### src/rtl/proj_out_pkg.sv
// Shared types for the project output stage: default widths, FSM state encoding
// and the log entry layout carried through the change-log FIFO.
package proj_out_pkg;

    localparam int DATA_W_DEF = 16;
    localparam int SEL_W_DEF  = 4;
    localparam int STAMP_W    = 16;

    typedef enum logic [1:0] {
        ST_BLANK = 2'd0,
        ST_RUN   = 2'd1,
        ST_HOLD  = 2'd2
    } state_e;

    typedef struct packed {
        logic [SEL_W_DEF-1:0]  tag;
        logic [DATA_W_DEF-1:0] data;
        logic [STAMP_W-1:0]    stamp;
    } entry_t;

endpackage

### src/rtl/proj_out_fifo.sv
// Synchronous FIFO of log entries. Pops only when non-empty; a push while full
// is accepted only if a pop frees a slot in the same cycle.
module proj_out_fifo
    import proj_out_pkg::*;
#(
    parameter  int DEPTH = 8,
    localparam int AW    = $clog2(DEPTH),
    localparam int CW    = AW + 1
) (
    input  logic          clk,
    input  logic          rst,
    input  logic          push,
    input  logic          pop,
    input  entry_t        wr_entry,
    output entry_t        rd_entry,
    output logic          full,
    output logic          empty,
    output logic [CW-1:0] count
);

    entry_t        mem_r [DEPTH];
    logic [AW-1:0] wr_ptr_r;
    logic [AW-1:0] rd_ptr_r;
    logic [CW-1:0] count_r;
    logic          do_push_s;
    logic          do_pop_s;

    assign empty     = (count_r == {CW{1'b0}});
    assign full      = (count_r == CW'(DEPTH));
    assign do_pop_s  = pop & ~empty;
    assign do_push_s = push & (~full | do_pop_s);
    assign rd_entry  = mem_r[rd_ptr_r];
    assign count     = count_r;

    // Entry storage; contents are don't-care until the count covers them.
    always_ff @(posedge clk) begin
        if (do_push_s) begin
            mem_r[wr_ptr_r] <= wr_entry;
        end
    end

    // Pointers wrap naturally because DEPTH is a power of two.
    always_ff @(posedge clk or negedge rst) begin
        if (!rst) begin
            wr_ptr_r <= {AW{1'b0}};
            rd_ptr_r <= {AW{1'b0}};
            count_r  <= {CW{1'b0}};
        end else begin
            if (do_push_s) begin
                wr_ptr_r <= wr_ptr_r + AW'(1);
            end
            if (do_pop_s) begin
                rd_ptr_r <= rd_ptr_r + AW'(1);
            end
            case ({do_push_s, do_pop_s})
                2'b10:   count_r <= count_r + CW'(1);
                2'b01:   count_r <= count_r - CW'(1);
                default: count_r <= count_r;
            endcase
        end
    end

endmodule

### src/rtl/proj_out_stage.sv
// Registered pad stage behind the project mux: blanks pads after a select change
// and logs word changes. Define PROJ_OUT_STAGE_TIMESTAMP_EN to stamp log entries.
module proj_out_stage
    import proj_out_pkg::*;
#(
    parameter  int DATA_W       = DATA_W_DEF,
    parameter  int SEL_W        = SEL_W_DEF,
    parameter  int DEPTH        = 8,
    parameter  int BLANK_CYCLES = 4,
    localparam int CW           = $clog2(DEPTH) + 1,
    localparam int BW           = $clog2(BLANK_CYCLES + 1)
) (
    input  logic              clk,
    input  logic              rst,
    input  logic [SEL_W-1:0]  sel,
    input  logic [DATA_W-1:0] mux_in,
    input  logic              freeze,
    input  logic              clr_ovf,
    output logic [DATA_W-1:0] io_out_q,
    output logic              out_valid,
    input  logic              out_ready,
    output logic [DATA_W-1:0] out_data,
    output logic [SEL_W-1:0]  out_tag,
    output logic [15:0]       out_stamp,
    output logic [CW-1:0]     fifo_count,
    output logic              overflow,
    output logic [1:0]        state_o
);

    state_e            state_r;
    state_e            state_nxt_s;
    logic [SEL_W-1:0]  sel_q_r;
    logic [BW-1:0]     blank_cnt_r;
    logic              baseline_r;
    logic [DATA_W-1:0] last_r;
    logic              ovf_r;
    logic              change_s;
    logic              blank_last_s;
    logic              sample_s;
    logic              push_s;
    logic              pop_s;
    logic              drop_s;
    logic [15:0]       stamp_s;
    entry_t            wr_entry_s;
    entry_t            rd_entry_s;
    logic              full_s;
    logic              empty_s;

    assign change_s     = (sel != sel_q_r);
    assign blank_last_s = (blank_cnt_r == BW'(1));

`ifdef PROJ_OUT_STAGE_TIMESTAMP_EN
    logic [15:0] stamp_r;

    // Free-running cycle counter sampled into each log entry.
    always_ff @(posedge clk or negedge rst) begin
        if (!rst) begin
            stamp_r <= 16'd0;
        end else begin
            stamp_r <= stamp_r + 16'd1;
        end
    end

    assign stamp_s = stamp_r;
`else
    assign stamp_s = 16'd0;
`endif

    // FSM state register.
    always_ff @(posedge clk or negedge rst) begin
        if (!rst) begin
            state_r <= ST_BLANK;
        end else begin
            state_r <= state_nxt_s;
        end
    end

    // Next-state logic; a select change overrides every state.
    always_comb begin
        state_nxt_s = state_r;
        if (change_s) begin
            state_nxt_s = ST_BLANK;
        end else begin
            case (state_r)
                ST_BLANK: begin
                    if (blank_last_s) begin
                        state_nxt_s = freeze ? ST_HOLD : ST_RUN;
                    end else begin
                        state_nxt_s = ST_BLANK;
                    end
                end
                ST_RUN:  state_nxt_s = freeze ? ST_HOLD : ST_RUN;
                ST_HOLD: state_nxt_s = freeze ? ST_HOLD : ST_RUN;
                default: state_nxt_s = ST_BLANK;
            endcase
        end
    end

    // Output decode: freeze takes effect in the same cycle it is raised.
    always_comb begin
        sample_s = 1'b0;
        push_s   = 1'b0;
        if (!change_s && (state_r == ST_RUN) && !freeze) begin
            sample_s = 1'b1;
            push_s   = baseline_r | (mux_in != last_r);
        end else begin
            sample_s = 1'b0;
            push_s   = 1'b0;
        end
    end

    assign pop_s  = ~empty_s & out_ready;
    assign drop_s = push_s & full_s & ~pop_s;

    // Pad word, blank counter, change-compare reference and baseline request.
    always_ff @(posedge clk or negedge rst) begin
        if (!rst) begin
            sel_q_r     <= {SEL_W{1'b0}};
            io_out_q    <= {DATA_W{1'b0}};
            blank_cnt_r <= BW'(BLANK_CYCLES);
            baseline_r  <= 1'b1;
            last_r      <= {DATA_W{1'b0}};
        end else begin
            sel_q_r <= sel;
            if (change_s || (state_r == ST_BLANK)) begin
                io_out_q <= {DATA_W{1'b0}};
            end else if (sample_s) begin
                io_out_q <= mux_in;
            end
            if (change_s) begin
                blank_cnt_r <= BW'(BLANK_CYCLES);
            end else if ((state_r == ST_BLANK) && !blank_last_s) begin
                blank_cnt_r <= blank_cnt_r - BW'(1);
            end
            if (change_s || (state_r == ST_BLANK)) begin
                baseline_r <= 1'b1;
            end else if (sample_s) begin
                baseline_r <= 1'b0;
            end
            if (sample_s) begin
                last_r <= mux_in;
            end
        end
    end

    // Sticky overflow; a drop in the same cycle as a clear wins.
    always_ff @(posedge clk or negedge rst) begin
        if (!rst) begin
            ovf_r <= 1'b0;
        end else if (drop_s) begin
            ovf_r <= 1'b1;
        end else if (clr_ovf) begin
            ovf_r <= 1'b0;
        end
    end

    assign wr_entry_s.tag   = sel;
    assign wr_entry_s.data  = mux_in;
    assign wr_entry_s.stamp = stamp_s;

    proj_out_fifo #(
        .DEPTH (DEPTH)
    ) u_fifo (
        .clk      (clk),
        .rst      (rst),
        .push     (push_s),
        .pop      (pop_s),
        .wr_entry (wr_entry_s),
        .rd_entry (rd_entry_s),
        .full     (full_s),
        .empty    (empty_s),
        .count    (fifo_count)
    );

    assign out_valid = ~empty_s;
    assign out_data  = out_valid ? rd_entry_s.data  : {DATA_W{1'b0}};
    assign out_tag   = out_valid ? rd_entry_s.tag   : {SEL_W{1'b0}};
    assign out_stamp = out_valid ? rd_entry_s.stamp : 16'd0;
    assign overflow  = ovf_r;
    assign state_o   = state_r;

endmodule
### config.mk
export PLATFORM = sky130hd
export DESIGN_NAME = proj_out_stage
export DESIGN_NICKNAME = d
export VERILOG_FILES = /design/src/rtl/proj_out_pkg.sv /design/src/rtl/proj_out_fifo.sv /design/src/rtl/proj_out_stage.sv
export SDC_FILE = /design/constraint.sdc
export NUM_CORES = 1
export LEC_CHECK = 0
export ABC_AREA = 1
export ABC_CLOCK_PERIOD_IN_PS = 4580
export BUFFER_PORTS_ARGS = -buffer_cell sky130_fd_sc_hd__buf_2
export CORE_ASPECT_RATIO = 0.75
export CORE_MARGIN = 3
export CORE_UTILIZATION = 25
export CTS_BUF_LIST = sky130_fd_sc_hd__clkbuf_4
export DETAILED_ROUTE_END_ITERATION = 6
export GPL_ROUTABILITY_DRIVEN = 0
export PLACE_DENSITY = 0.41
export SLEW_MARGIN = 0
export SYNTH_ARGS = -nofsm -noshare
export SYNTH_HDL_FRONTEND = slang
export SYNTH_SLANG_ARGS = --single-unit
### constraint.sdc
create_clock -name clk -period 4.58 [get_ports clk]
set_input_delay 0.458 -clock clk [delete_from_list [all_inputs] [get_ports clk]]
set_output_delay 0.458 -clock clk [all_outputs]
set_load 0.1 [all_outputs]
==> impl_metrics.xml <==
<?xml version="1.0" encoding="UTF-8"?>
<metrics>
  <group name="clock_network">
    <metric name="cts.sink_count" unit="">213</metric>
    <metric name="cts.root.buffer_cell" unit="">clkbuf_4</metric>
    <metric name="clk-insertion-delay-late" unit="ns">0.68</metric>
    <metric name="cts_repair_resize_count" unit="">0</metric>
    <metric name="num_cts_buffers" unit="">58</metric>
    <metric name="cts_setup_buffers" unit="">0</metric>
    <metric name="ctsHtreeMaxLevel" unit="">2</metric>
    <metric name="cts_tree" unit="">built</metric>
    <metric name="cts.reportedPaths.clkPinSlew" unit="ns">0.07</metric>
    <metric name="max-clock-path-buffers" unit="">3</metric>
  </group>
  <group name="placed_design">
    <metric name="place_hpwl" unit="um">14700</metric>
    <metric name="port-buffer-count" unit="">68</metric>
  </group>
  <group name="route">
    <metric name="vias" unit="">6098</metric>
    <metric name="drt_first_iter_violations" unit="">359</metric>
    <metric name="routed_wirelength" unit="um">24600</metric>
    <metric name="routedWlPerCell" unit="um">17.5</metric>
    <metric name="viasPerCell" unit="">4.35</metric>
    <metric name="ant_nets" unit="">0</metric>
    <metric name="detail_route.first_pass.iterations" unit="">5</metric>
    <metric name="drc" unit="">0</metric>
  </group>
  <group name="yosys">
    <metric name="post_synth_inst_count" unit="">787</metric>
    <metric name="synth.ff_latch_count" unit="">213</metric>
    <metric name="avgSynthCellArea" unit="sq um">11.4</metric>
    <metric name="synth-edff-count" unit="">160</metric>
    <metric name="post_synthesis_cell_area" unit="sq um">8950</metric>
    <metric name="ys_seq_area_share" unit="%">68.6</metric>
    <metric name="ys_async_sr_fraction" unit="%">24.9</metric>
    <metric name="synth_warnings" unit="">0</metric>
    <metric name="synth_top_flop_cell" unit="">edfxtp_1</metric>
    <metric name="netlist-cell-type-count" unit="">34</metric>
  </group>
  <group name="timing">
    <metric name="final_hold_viol_count" unit="">0</metric>
    <metric name="fmax" unit="GHz">0.279</metric>
    <metric name="worst_pin_slew" unit="ns">0.923</metric>
    <metric name="final_max_slew_viol_count" unit="">0</metric>
    <metric name="timing.final.crit_period" unit="ns">3.59</metric>
    <metric name="final.setup.tns" unit="ns">0</metric>
    <metric name="finalClockSkew" unit="ns">0.0504</metric>
    <metric name="final_setup_viols" unit="">0</metric>
    <metric name="post-route-period-util" unit="%">78.3</metric>
    <metric name="slew_headroom" unit="%">38.4</metric>
    <metric name="rsz0062_at_grt" unit="">false</metric>
  </group>
  <group name="cells_and_area">
    <metric name="final_core_util" unit="%">30.2</metric>
    <metric name="area_growth_syn_to_layout" unit="%">18.2</metric>
    <metric name="layout-drive-gt1-share" unit="%">22.4</metric>
    <metric name="layout.cells.most_common" unit="">edfxtp_1</metric>
    <metric name="num-nets-final" unit="">934</metric>
    <metric name="final_cell_mix" unit="">160 x edfxtp_1, 131 x nor2_1, 104 x o21ai_0, 102 x nand2_1, 93 x clkbuf_4</metric>
  </group>
  <group name="floorplan">
    <metric name="core_area" unit="sq um">35000</metric>
    <metric name="initial_core_util" unit="%">25.6</metric>
    <metric name="core.rowCount" unit="">59</metric>
    <metric name="die_area" unit="sq um">38100</metric>
    <metric name="die_y" unit="um">170</metric>
    <metric name="num_io_pins" unit="">85</metric>
    <metric name="die_x" unit="um">224</metric>
  </group>
  <group name="critical_path">
    <metric name="ff2ff_setup_slack" unit="ns">1.63</metric>
    <metric name="critPathMostFrequentCell" unit="">o21ai_0</metric>
    <metric name="critical_path.endpoint" unit="">out_data[5]</metric>
    <metric name="timing.rr.start" unit="">u_fifo.count[1]$_DFFE_PN0P_</metric>
    <metric name="worst_setup_path_startpoint" unit="">u_fifo.rd_ptr_r[0]$_DFFE_PN0P_</metric>
    <metric name="max_stage_delay" unit="ns">0.53</metric>
    <metric name="cp_cell_sequence" unit="">inv_2 &gt; buf_4 &gt; o21ai_0 &gt; o22ai_1 &gt; o21ai_0 &gt; a31oi_1 &gt; buf_2</metric>
    <metric name="end_kind" unit="">output pin</metric>
    <metric name="worst-r2r-cell-count" unit="">8</metric>
    <metric name="timing.critical_path.fanout_max" unit="">37</metric>
    <metric name="cp_data_arrival_time" unit="ns">3.13</metric>
    <metric name="worst_ep_required_time" unit="ns">4.12</metric>
    <metric name="critPathLaunchType" unit="">flop</metric>
    <metric name="critical_setup_path_kind" unit="">reg -&gt; out</metric>
    <metric name="crit_path_top_delay_cell" unit="">inv_2</metric>
    <metric name="regToRegEndpoint" unit="">u_fifo.mem_r[1][16]$_DFFE_PP_</metric>
  </group>
  <group name="global_routing">
    <metric name="grt.total_usage" unit="%">12.9</metric>
    <metric name="grt_pass1_wl" unit="um">37400</metric>
    <metric name="grt_overflow" unit="">0</metric>
    <metric name="grt_pass1_vias" unit="">5941</metric>
    <metric name="maximum_number_of_pins_on_one_net_before_global_route_repair" unit="">82</metric>
    <metric name="initial_antenna_violation_count" unit="">1</metric>
  </group>
  <group name="outcome">
    <metric name="run_status" unit="">finished clean</metric>
  </group>
  <group name="power_and_ir_drop">
    <metric name="power_switching_share" unit="%">48.9</metric>
    <metric name="cellLeakagePower" unit="nW">4.11</metric>
    <metric name="comb_power_share" unit="%">44.6</metric>
    <metric name="ir_worst_vdd" unit="uV">584</metric>
    <metric name="sequential_share_of_power" unit="%">30.8</metric>
    <metric name="power_report.internal_total" unit="mW">3.56</metric>
    <metric name="power.switching" unit="mW">3.41</metric>
    <metric name="power.density" unit="nW/um^2">660</metric>
    <metric name="clock_power_share" unit="%">24.6</metric>
  </group>
  <group name="run">
    <metric name="maxCapViolCount" unit="">0</metric>
  </group>
  <group name="hold_path">
    <metric name="holdCritStartpoint" unit="">mux_in[5]</metric>
    <metric name="worstHoldPathType" unit="">in -&gt; reg</metric>
  </group>
</metrics>
-- area by class of cell --
| class | instances | area (sq um) |
|---|---|---|
| diodes | 2 | 5.00 |
| clock buffers | 93 | 698 |
| clock inverters | 12 | 50.0 |
| fillers | 3693 | 24400 |
| inverters | 47 | 176 |
| multi-input cells | 489 | 2420 |
| flip-flops and latches | 213 | 6130 |
| well taps | 457 | 572 |
| repair buffers | 90 | 520 |
-- cell families (layout without fill, tap and decap cells) --
kind of cell	after synthesis	in the layout	synth area share (%)
DFF	213	213	68.6
adders and majority gates	10	10	1.40
other	1	18	0.0419
xor gates and xnor gates	14	14	1.37
AOI/OAI and AO/OA	181	181	11.1
buffers and inverters	100	242	5.41
and+or+nand+nor	268	268	12.1
-- cell usage after synthesis, types with 9 or more instances --
cell | count | area (sq um)
edfxtp_1 | 160 | 4800
nor2_1 | 139 | 522
o21ai_0 | 104 | 521
nand2_1 | 102 | 383
dfrtp_1 | 51 | 1280
inv_1 | 44 | 165
clkbuf_1 | 22 | 82.6
a31oi_1 | 20 | 125
o22ai_1 | 20 | 125
buf_4 | 19 | 143
o21ai_1 | 15 | 75.1
a21oi_1 | 12 | 60.1
ha_1 | 10 | 125
nand3_1 | 10 | 50.1
xor2_1 | 9 | 78.8
-- worst max-delay path: cells and delay by family, from the launching register on --
family	cells	cell delay, ns
buf+inv	3	1.40
flops	1	0.41
compound gates	4	0.66
-- per-layer routing --
metal  wire (um)  share of wire [%]  global-route usage, %
met4         374                1.5                   3.56
met3        1350                5.5                   2.67
met1       13000                 53                   20.2
met2        9880                 40                   17.7
met5           0                  0                      0
-- metrics by stage --
stage          worst slack [ns]  area (sq um)  instances  hold slack [ns]  power, mW
2_1_floorplan            0.0608          9010        802            0.162       4.68
3_3_place_gp               1.41          9760       1290            0.475       5.35
3_5_place_dp               1.33          9760       1290            0.471       5.35
4_1_cts                   0.879         10600       1401           0.0806       7.10
5_1_grt                   0.711         10600       1403           0.0891       7.36
6_report                  0.992         10600       1403            0.135       6.97
-- sequential cells by signal, summed over array words and instances (netlist names) --
name,count
last_r,16
u_fifo.wr_ptr_r,3
blank_cnt_r,3
u_fifo.count,4
overflow,1
sel_q_r,4
u_fifo.rd_ptr_r,3
u_fifo.mem_r,160
state_o,2
baseline_r,1
io_out_q,16
-- worst min-delay path by stage --
| stage | endpoint | slack (ns) | cells past startpoint |
|---|---|---|---|
| 2_1_floorplan | blank_cnt_r[0]$_DFFE_PN0P_ | 0.16 | 0 |
| 3_3_place_gp | baseline_r$_DFFE_PN1P_ | 0.47 | 2 |
| 3_5_place_dp | baseline_r$_DFFE_PN1P_ | 0.47 | 2 |
| 4_1_cts | u_fifo.mem_r[3][5]$_DFFE_PP_ | 0.08 | 1 |
| 5_1_grt | u_fifo.mem_r[3][5]$_DFFE_PP_ | 0.09 | 1 |
| 6_report | u_fifo.mem_r[3][5]$_DFFE_PP_ | 0.14 | 1 |
-- power groups by stage --
stage	logic, mW	clock network, mW	registers, mW
after detailed placement	3.16	0	2.19
after CTS	3.17	1.78	2.15
after global routing	3.32	1.89	2.15
after floorplan	2.36	0	2.32
after global placement	3.17	0	2.19
final	3.11	1.71	2.15
-- repair_timing --
action | in CTS | in global routing
setup endpoints to repair | 0 | 0
hold buffers | 6 | 0
endpoints found under the hold margin | 56 | 0
Power figures use the tool's default switching activity.
